[src/rtl/scytale_codec.sv]
// rtl/scytale_codec.sv - buffered scytale encrypt/decrypt codec with valid/ready output
// Optional build macro SCYTALE_PAD_EN: pad the message to a full matrix with PAD_CHAR.
module scytale_codec #(
    parameter int                 D_WIDTH       = 8,
    parameter int                 KEY_WIDTH     = 8,
    parameter int                 MAX_NOF_CHARS = 50,
    parameter logic [D_WIDTH-1:0] START_TOKEN   = 8'hFA,
    parameter logic [D_WIDTH-1:0] PAD_CHAR      = 8'h00
) (
    input  logic                 clk,
    input  logic                 rst_n,
    input  logic [D_WIDTH-1:0]   data_i,
    input  logic                 valid_i,
    input  logic                 mode_i,
    input  logic [KEY_WIDTH-1:0] key_N,
    input  logic [KEY_WIDTH-1:0] key_M,
    input  logic                 ready_i,
    output logic                 busy,
    output logic [D_WIDTH-1:0]   data_o,
    output logic                 valid_o,
    output logic                 done_o,
    output logic                 error_o,
    output logic                 overflow_o
);

    localparam int IDX_W = $clog2(MAX_NOF_CHARS + 1);
    localparam int IW    = IDX_W + KEY_WIDTH;
    localparam int AW    = (MAX_NOF_CHARS > 1) ? $clog2(MAX_NOF_CHARS) : 1;
    localparam logic [IDX_W-1:0] MAX_CNT = IDX_W'(MAX_NOF_CHARS);

    typedef enum logic {
        S_COLLECT = 1'b0,
        S_EMIT    = 1'b1
    } state_t;

    state_t               r_state;
    logic [D_WIDTH-1:0]   r_buf [MAX_NOF_CHARS];
    logic [IDX_W-1:0]     r_count;
    logic [IW-1:0]        r_stride;
    logic [IW-1:0]        r_len;
    logic [IW-1:0]        r_j;
    logic [IW-1:0]        r_k;
    logic                 r_busy;
    logic [D_WIDTH-1:0]   r_data;
    logic                 r_valid;
    logic                 r_done;
    logic                 r_error;
    logic                 r_overflow;

    logic [KEY_WIDTH-1:0] w_key;
    logic [IW-1:0]        w_stride;
    logic [IW-1:0]        w_count;
    logic [IW-1:0]        w_len;
    logic                 w_is_token;
    logic                 w_key_bad;
    logic [IW-1:0]        w_k_adv;
    logic [IW-1:0]        w_j_adv;
    logic                 w_wrap;
    logic                 w_last;
    logic [IW-1:0]        w_next_idx;
    logic [D_WIDTH-1:0]   w_next_char;

    assign w_key      = mode_i ? key_M : key_N;
    assign w_stride   = IW'(w_key);
    assign w_count    = IW'(r_count);
    assign w_is_token = (data_i == START_TOKEN);

`ifdef SCYTALE_PAD_EN
    logic [IW-1:0] w_div;
    // Divisor forced non-zero; a zero key is rejected before the length is used.
    assign w_div       = (w_stride == '0) ? IW'(1) : w_stride;
    assign w_len       = ((w_count + w_div - IW'(1)) / w_div) * w_div;
    assign w_next_char = (w_next_idx >= w_count) ? PAD_CHAR : r_buf[w_next_idx[AW-1:0]];
`else
    assign w_len       = w_count;
    assign w_next_char = r_buf[w_next_idx[AW-1:0]];
`endif

    assign w_key_bad  = (w_stride == '0) || ((w_len != '0) && (w_stride > w_len));

    // Walk one column (step by stride); on running off the end restart at the next column.
    assign w_k_adv    = r_k + r_stride;
    assign w_j_adv    = r_j + IW'(1);
    assign w_wrap     = (w_k_adv >= r_len);
    assign w_last     = w_wrap && (w_j_adv == r_stride);
    assign w_next_idx = w_wrap ? w_j_adv : w_k_adv;

    always_ff @(posedge clk) begin
        if (!rst_n) begin
            r_state    <= S_COLLECT;
            r_count    <= '0;
            r_stride   <= '0;
            r_len      <= '0;
            r_j        <= '0;
            r_k        <= '0;
            r_busy     <= 1'b0;
            r_data     <= '0;
            r_valid    <= 1'b0;
            r_done     <= 1'b0;
            r_error    <= 1'b0;
            r_overflow <= 1'b0;
            for (int i = 0; i < MAX_NOF_CHARS; i++) begin
                r_buf[i] <= '0;
            end
        end else begin
            r_done  <= 1'b0;
            r_error <= 1'b0;
            case (r_state)
                S_COLLECT: begin
                    if (valid_i) begin
                        if (!w_is_token) begin
                            if (r_count == MAX_CNT) begin
                                r_overflow <= 1'b1;
                            end else begin
                                r_buf[r_count[AW-1:0]] <= data_i;
                                r_count                <= r_count + 1'b1;
                            end
                        end else if (w_key_bad) begin
                            r_error <= 1'b1;
                            r_done  <= 1'b1;
                            r_count <= '0;
                            for (int i = 0; i < MAX_NOF_CHARS; i++) begin
                                r_buf[i] <= '0;
                            end
                        end else if (w_len == '0) begin
                            r_done <= 1'b1;
                        end else begin
                            r_stride <= w_stride;
                            r_len    <= w_len;
                            r_j      <= '0;
                            r_k      <= '0;
                            r_data   <= r_buf[0];
                            r_valid  <= 1'b1;
                            r_busy   <= 1'b1;
                            r_state  <= S_EMIT;
                        end
                    end
                end
                S_EMIT: begin
                    if (ready_i) begin
                        if (w_last) begin
                            r_valid    <= 1'b0;
                            r_busy     <= 1'b0;
                            r_done     <= 1'b1;
                            r_count    <= '0;
                            r_overflow <= 1'b0;
                            r_j        <= '0;
                            r_k        <= '0;
                            r_state    <= S_COLLECT;
                            for (int i = 0; i < MAX_NOF_CHARS; i++) begin
                                r_buf[i] <= '0;
                            end
                        end else begin
                            if (w_wrap) begin
                                r_j <= w_j_adv;
                            end
                            r_k    <= w_next_idx;
                            r_data <= w_next_char;
                        end
                    end
                end
                default: r_state <= S_COLLECT;
            endcase
        end
    end

    assign busy       = r_busy;
    assign data_o     = r_data;
    assign valid_o    = r_valid;
    assign done_o     = r_done;
    assign error_o    = r_error;
    assign overflow_o = r_overflow;

endmodule

[config.mk]
export PLATFORM = sky130hd
export DESIGN_NAME = scytale_codec
export DESIGN_NICKNAME = d
export VERILOG_FILES = /design/src/rtl/scytale_codec.sv
export SDC_FILE = /design/constraint.sdc
export NUM_CORES = 1
export LEC_CHECK = 0
export CELL_PAD_IN_SITES_DETAIL_PLACEMENT = 2
export CELL_PAD_IN_SITES_GLOBAL_PLACEMENT = 2
export CORE_ASPECT_RATIO = 0.6
export CORE_MARGIN = 2
export CORE_UTILIZATION = 35
export CTS_CLUSTER_SIZE = 14
export DETAILED_ROUTE_END_ITERATION = 16
export GPL_ROUTABILITY_DRIVEN = 0
export HOLD_SLACK_MARGIN = 0.1
export PLACE_DENSITY_LB_ADDON = 0.1
export SLEW_MARGIN = 20
export SYNTH_ARGS = -nofsm -noshare
export SYNTH_HDL_FRONTEND = slang
export SYNTH_SLANG_ARGS = --single-unit
[constraint.sdc]
create_clock -name clk -period 10.25 [get_ports clk]
set_input_delay 1.025 -clock clk [delete_from_list [all_inputs] [get_ports clk]]
set_output_delay 1.025 -clock clk [all_outputs]
set_load 0.02 [all_outputs]
* Word-level counts from Yosys, hierarchy flattened
Memory sizes are Yosys's and may differ from the RTL's.
Index checks and enable logic that the tools add are counted.
** Storage, ports and cells
- Bits in registers :: 61
- Memory bits (writable) :: 400
- Word-level logic and storage cells :: 320
- Memories kept :: 1
** Memory list
- r_buf :: words 50, bits a word 8, rd ports 2, clocked after Yosys merged registers in 0, write ports 50, line 37 : logic [D_WIDTH-1:0] r_buf [MAX_NOF_CHARS];
** Cells by class
- Add/sub/neg operators :: 3
- $lt $le $gt $ge :: 2
- Equal/unequal tests :: 15
- Mux-type cells :: 171
- Bitwise operators :: 103
- Reduce and logical (&&, ||, !) cells :: 14
** Operator list (number)
- $mux 8 :: 108
- $mux 14 :: 10
- $or 1x1->1 :: 100
- $pmux 14 s2 :: 2
- $mux 6 :: 7
- $mux 1 :: 38
- $logic_not 14->1 :: 2
- $reduce_and 5->1 :: 4
- $reduce_and 6->1 :: 3
- $ne 2x2->1 const B :: 8
- $pmux 8 s2 :: 1
- $add 14x1->14 const B :: 1
- $add 14x8->14 :: 1
- $eq 14x8->1 :: 1
- $ge 14x6->1 :: 1
- $reduce_bool 14->1 :: 1
- $pmux 6 s2 :: 1
- $eq 8x8->1 const B :: 1
- $gt 8x6->1 :: 1
- $pmux 1 s2 :: 4
- $reduce_or 8->1 :: 1
- $add 6x1->6 const B :: 1
- $eq 6x6->1 const B :: 1
- $ne 3x3->1 const B :: 2
- other kinds (5) :: 8

* Logic depth before layout (Yosys ltp)
Gate-level depths: netlist of the first run.
- Depth in word-level cells :: 13
- Depth in mapped cells :: 25

* Least setup slack after synthesis of the first run
OpenSTA, ideal clock, no wires.
- Path kind :: register to register
- Start :: register r_stride[1]
- End :: memory r_buf[2][0] (enable)
- Library setup time :: 0.357 ns
- Arrival time :: 4.342 ns
- Path slack :: 5.551 ns
- Stages on the path, launching flop included :: 19
- Path buffers :: 2
- Cells stage by stage :: dfxtp_1 -> ha_1 -> a21o_1 -> a21o_1 -> a21o_1 -> a21oi_1 -> xnor2_1 -> ha_1 -> a221o_1 -> nor4_1 -> o311a_1 -> nand4_2 -> nor2_2 -> nor4b_2 -> nand3_1 -> and3_1 -> clkbuf_1 -> clkbuf_1 -> o21ai_0
** RTL lines
- from (decl) :: line 39 : logic [IW-1:0] r_stride;
- from (signal assigned) :: line 128 : r_stride <= w_stride;
- to (decl) :: line 37

* Worst setup path in the final report of the first run
- Start :: register r_stride[1]
- End :: register r_data[3] (netlist: data_o[3])
** On the way
- Word-level cells in the longest chain between the ends :: 7
- Elaborated cells on any way between the ends :: 11
- Classes of those cells :: 1 x add/sub; 1 x order compare; 2 x eq/ne; 4 x mux; 2 x reduce/logical; 1 x memory
** RTL lines
- $add 14x8->14 :: line 82 : assign w_k_adv = r_k + r_stride;
- $ge 14x6->1 :: line 84 : assign w_wrap = (w_k_adv >= r_len);
- $mux 14 :: line 86 : assign w_next_idx = w_wrap ? w_j_adv : w_k_adv;
- $mem_v2 50x8
- $mux 8 :: line 141 : if (w_last) begin
- $mux 8 :: line 140 : if (ready_i) begin
- $pmux 8 s2 :: line 108 : case (r_state)
- to (signal assigned) :: line 132 : r_data <= r_buf[0];
- to (signal assigned) :: line 158 : r_data <= w_next_char;
- to (decl) :: line 44 : logic [D_WIDTH-1:0] r_data;
Several ways; a longest one is shown, not always the timed one. The select of a mux whose other input is x is not followed.
A chain may end at the register's enable or synchronous reset.

==> flow_summary.toml, run 1 <==
[floorplan]
die_w_um = 365
initial_core_util = 0.354
die_h_um = 221
rows = 79
pin_count = 42
coreArea_um2 = 77600
die-area_um2 = 80700

[sta]
tightest_slew_ns = 1.13
finalSetupTns_ns = 0
skew_ns = 0.0373
hold_viol = 0
min_period_ns = 6.75
finalSetupViolations = 0
timing.final.ws_setup_ns = 3.50
max_slew_margin = 0.241
timing.final.crit_share = 0.659
report.final.slew_viol_count = 0
rsz0062_at_grt = "no"
max_freq_mhz = 148

[grt]
antenna_found_initial = 6
grt_max_degree = 73
grt_pass1_vias = 20400
grt.total_usage = 0.257
grt_overflow = 0
grt_pass1_wl_mm = 150

[worst_setup_path]
worstPathArrival_ns = 7.26
critPathKind = "flip-flop to flip-flop"
worstSetupStartpointType = "flip-flop"
worst_ep_required_time_ns = 10.76
critPathMaxFanout = 64
rr_worst_depth = 20
cp-end-kind = "flip-flop"

[place]
dp_slack_ns = 3.62
placed_area_um2 = 28800
dpl.hpwl_mm = 70.3
dpl.cell_count = 3365
port_buffers = 41

[synth]
synth_seq_cells = 573
synth.area.top_cells = "edfxtp_1 56%, and2_1 9.3%, dfxtp_1 4.5%"
synthArstFlopShare = 0
synth_nets = 2439
synth_edf_count = 512
yosys_warnings = 0
netlist_instances = 2385
synth_most_common_cell = "edfxtp_1"
synth_top_cell_by_area = "edfxtp_1"
synth-seq-area-share = 0.605
ys.flop_type = "edfxtp_1"
synth.top_cell.area_share = 0.560
synth.avg_cell_area_um2 = 11.5
synthTopCellsByCount = "512 x edfxtp_1, 406 x and2_1, 216 x nand2_1, 157 x nor2_1, 125 x o21ai_0"
yosysUniqueCellTypes = 73
netlist_area_um2 = 27400

[flow_run]
max_cap_viol_count = 0

[cells_and_area]
area_delta_synth_final_pct = 12.1
nNetsFinal = 2428
fin_area_um2 = 30800
stdcell_count = 3479
final_util = 0.396
final_layout_size_suffix_gt1_frac = 0.0755

[outcome]
status = "completed"

[detailed_routing]
postRouteAntennaNets = 0
dr.pass1.iters = 6
avgViaCountPerCell = 5.66
drt_iter0_drc = 1882
via_count = 19700
wl_per_cell_um = 29.9
wl_mm = 104
drc = 0

[cts]
cts_resized = 0
cts_max_level = 2
cts.path.max_buffers = 3
path_clk_slew_ns = 0.07
clk_latency_ns = 0.66
clock_sinks = 573
cts_root_buf = "clkbuf_16"
hold_buffers = 0
cts_buffers = 59
cts_setup_buffers = 0
tritoncts = "yes"

[hold_path]
hold_depth = 2
hold_path_class = "flip-flop to flip-flop"

[pwr]
leakage_nw = 10.7
irDropWorstVdd_v = 0.000127
power_density_nw_per_um2 = 164
==> routing by layer <==
metal  GRT usage  vias to the layer above  routed length, um
met5           0                        -                  0
met4      0.0417                        0               1410
met3      0.0485                       94               7360
met2       0.363                      594              42800
met1       0.408                    10400              52600
li1            -                     8625                  -
==> cell families after synthesis <==
logic type	after synthesis	share of synthesized area
xor+xnor	30	0.00958
fa+ha+maj	25	0.0117
flops	573	0.605
simple gates	1035	0.198
buf+inv	192	0.0324
mux	123	0.0483
compound gates	407	0.0947
==> worst max-delay path, cell delays in order (launching register included) <==
cell	delay [ns]
dfxtp_1	0.35
ha_1	0.30
a21o_1	0.16
a21o_1	0.21
a21o_1	0.20
a21oi_1	0.18
xnor2_1	0.27
ha_1	0.35
a221o_1	0.32
nor4_1	0.31
o311a_1	0.25
nand4_2	0.32
o21ai_4	0.24
buf_4	0.46
nand2_4	0.51
buf_4	0.53
nor2_1	0.41
o21ai_0	0.19
a22oi_1	0.66
o2111a_1	0.27
a31oi_1	0.08
==> report_power, final <==
part | internal [mW] | switching, mW | total (mW)
Sequential | 2.60 | 0.0265 | 2.62
Clock | 1.24 | 0.996 | 2.24
Combinational | 0.0406 | 0.147 | 0.188
Total | 3.88 | 1.17 | 5.05
==> sequential cells by signal (all words and copies together), names as in the netlist <==
register and flops:
r_buf 512, r_j 14, r_k 14, data_o 8, r_stride 8, r_count 6
r_len 6, done_o 1, error_o 1, overflow_o 1, r_state 1, valid_o 1
==> final cells by class <==
type                            instances  area [um2]
Fill cell                            7981       46800
Sequential cell                       573       16600
Multi-Input combinational cell       1620       10000
Clock buffer                           80        1630
Tap cell                             1053        1320
Timing Repair Buffer                   89         756
Clock inverter                         31         309
Inverter                               31         116
Antenna cell                            2        5.00
==> worst paths after layout <==
check,from,slack [ns],to
setup / recovery,r_stride[1]$_SDFFE_PN0P_,3.50,data_o[3]$_SDFFE_PN0P_
setup reg to reg,r_stride[1]$_SDFFE_PN0P_,3.50,data_o[3]$_SDFFE_PN0P_
hold / removal,r_k[2]$_SDFFE_PN0P_,0.47,r_k[2]$_SDFFE_PN0P_
hold reg to reg,r_k[2]$_SDFFE_PN0P_,0.47,r_k[2]$_SDFFE_PN0P_
==> placed cells by master (no fill, tap or decap), types with 19 or more instances in the layout <==
| cell | n |
|---|---|
| edfxtp_1 | 512 |
| mux2i_1 | 110 |
| a31oi_1 | 26 |
| and2_1 | 406 |
| o21ai_1 | 53 |
| ha_1 | 24 |
| a211oi_1 | 21 |
| clkdlybuf4s50_1 | 33 |
| clkbuf_16 | 60 |
| nand3_1 | 109 |
| and3_1 | 62 |
| nor3_1 | 21 |
| buf_4 | 46 |
| inv_1 | 28 |
| a21o_1 | 19 |
| o22ai_1 | 33 |
| dfxtp_1 | 61 |
| a21oi_1 | 64 |
| nand4_1 | 26 |
| o21ai_0 | 83 |
| nor2_1 | 157 |
| nand2_1 | 215 |
==> metrics by stage <==
stage | total power, mW | hold WS [ns]
5_1_grt | 5.18 | 0.498
4_1_cts | 5.08 | 0.468
6_report | 5.05 | 0.468
2_1_floorplan | 2.74 | 0.436
3_5_place_dp | 2.86 | 0.461
3_3_place_gp | 2.85 | 0.447
Power figures use the tool's default switching activity.
==> inputs of run 2 (changes only) <==
clock period = 5.7 ns   (was 10.25 ns; I/O delays follow)
==> flow_summary.toml, run 2 (synthesis gave the netlist of run 1 again) <==
[outcome]
status = "completed"

[worst_setup_path]
worstPathArrival_ns = 6.04
crit_chain = "ha_1 -> a21o_1 -> a21o_1 -> a21o_1 -> a21oi_1 -> xnor2_1 -> ha_1 -> a221o_1 -> nor4_1 -> o311a_1 -> and4_4 -> a21oi_2 -> nor2_8 -> buf_12 -> buf_4 -> mux2i_1 -> o22ai_1 -> o21ai_0 -> o2111a_1 -> a31oi_1"
worstSetupStartpointType = "flip-flop"
critPathKind = "flip-flop to flip-flop"
worst_ep_required_time_ns = 6.24
critPathMaxFanout = 37
cpMostUsedCell = "a21o_1"
slowest_delay_ns = 0.44
critPathSlowestCell = "o21ai_0"
cp-end-kind = "flip-flop"

[floorplan]
die_w_um = 365
pin_count = 42
coreArea_um2 = 77600
rows = 79
initial_core_util = 0.354
die-area_um2 = 80700
die_h_um = 221

[cells_and_area]
final_util = 0.405
nNetsFinal = 2500
final_layout_size_suffix_gt1_frac = 0.104
multiInputGateArea_um2 = 10100
ff_latch_area_um2 = 16600
largest_register_ff_count = 512
nFillCells = 7915
final_common_cell = "edfxtp_1"
largestRegisters = "r_buf (512), r_j (14), r_k (14)"
top_register = "r_buf"
area_delta_synth_final_pct = 14.4
final_cell_mix = "512 x edfxtp_1, 406 x and2_1, 215 x nand2_1"

[detailed_routing]
wl_per_cell_um = 28.8
drt_iter0_drc = 1743
avgViaCountPerCell = 5.60
wl_mm = 102
postRouteAntennaNets = 0
drc = 0
dr.pass1.iters = 5
via_count = 19800

[sta]
hold_viol = 0
rsz0062_at_grt = "no"
tightest_slew_ns = 1.04
timing.final.ws_setup_ns = 0.192
skew_ns = 0.0302
report.final.slew_viol_count = 0
max_slew_margin = 0.303
max_freq_mhz = 182
min_period_ns = 5.51
timing.final.crit_share = 0.966
finalSetupViolations = 0

[pwr]
irDropWorstVdd_v = 0.000219
power_density_nw_per_um2 = 287
leakage_nw = 11.0
finalPower_mw = 9.00

[grt]
grt_max_degree = 65
grt_pass1_wl_mm = 149
grt.total_usage = 0.254
grt_overflow = 0
grt_pass1_vias = 20500
antenna_found_initial = 8

[cts]
cts.path.max_buffers = 3
path_clk_slew_ns = 0.07
cts_root_buf = "clkbuf_16"
clk_latency_ns = 0.66
cts_buffers = 58
cts_max_level = 2
cts_setup_buffers = 0
hold_buffers = 0
clock_sinks = 573
tritoncts = "yes"

[place]
dp_slack_ns = -0.0520
dpl.hpwl_mm = 69.8
port_buffers = 41

[flow_run]
max_cap_viol_count = 0

[hold_path]
hold_path_class = "input pin to flip-flop"
==> run 2: final cells by class <==
type,count,share of cell area
clock buffers,68,0.0481
inverters,31,0.00371
flip-flops and latches,573,0.529
clock inverters,37,0.0113
repair buffers,162,0.0456
diodes,1,0.0000797
well taps,1053,0.0420
multi-input cells,1620,0.320
==> run 2: critical path, delay by kind of cell (launching register included) <==
family,cells,cell delay (ns)
AOI/OAI and AO/OA,11,2.44
and+or+nand+nor,3,0.87
adders and majority gates,2,0.65
buffers and inverters,2,0.61
DFF,1,0.33
xor gates and xnor gates,1,0.24
muxes,1,0.23
==> run 2: power by group <==
part	switching [mW]	internal [mW]
logic	0.262	0.0817
clock network	1.78	2.16
registers	0.0457	4.67
==> run 2: stage by stage <==
stage / instances / cell area (um2) / hold WS, ns / TNS, ns
after floorplan: 2385 / 27400 / 0.436 / 0
after global placement: 3438 / 29500 / 0.449 / -0.0788
after detailed placement: 3439 / 29500 / 0.462 / -0.103
after CTS: 3544 / 31300 / 0.299 / 0
after global routing: 3544 / 31400 / 0.318 / 0
final: 3545 / 31400 / 0.332 / 0
==> run 2: final timing paths <==
kind / to / cells past startpoint / from / slack, ns
worst max register to register: data_o[4]$_SDFFE_PN0P_ / 20 / r_stride[1]$_SDFFE_PN0P_ / 0.19
worst min-delay path: r_buf[50][1]$_DFFE_PP_ / 1 / data_i[1] / 0.33
worst min register to register: r_k[2]$_SDFFE_PN0P_ / 2 / r_k[2]$_SDFFE_PN0P_ / 0.47
worst max-delay path: data_o[4]$_SDFFE_PN0P_ / 20 / r_stride[1]$_SDFFE_PN0P_ / 0.19
==> run 2: per-layer routing <==
metal | track usage | up-vias | share of wire
li1 | - | 8770 | -
met1 | 0.409 | 10400 | 0.52
met2 | 0.346 | 521 | 0.40
met3 | 0.0542 | 101 | 0.069
met4 | 0.0449 | 4 | 0.015
met5 | 0 | - | 0.00023
==> run 2: repair_timing <==
| item | in CTS | in global routing |
|---|---|---|
| resized for setup | 3 | 11 |
| endpoints found under the setup margin | 2 | 8 |
| gates cloned | 0 | 0 |
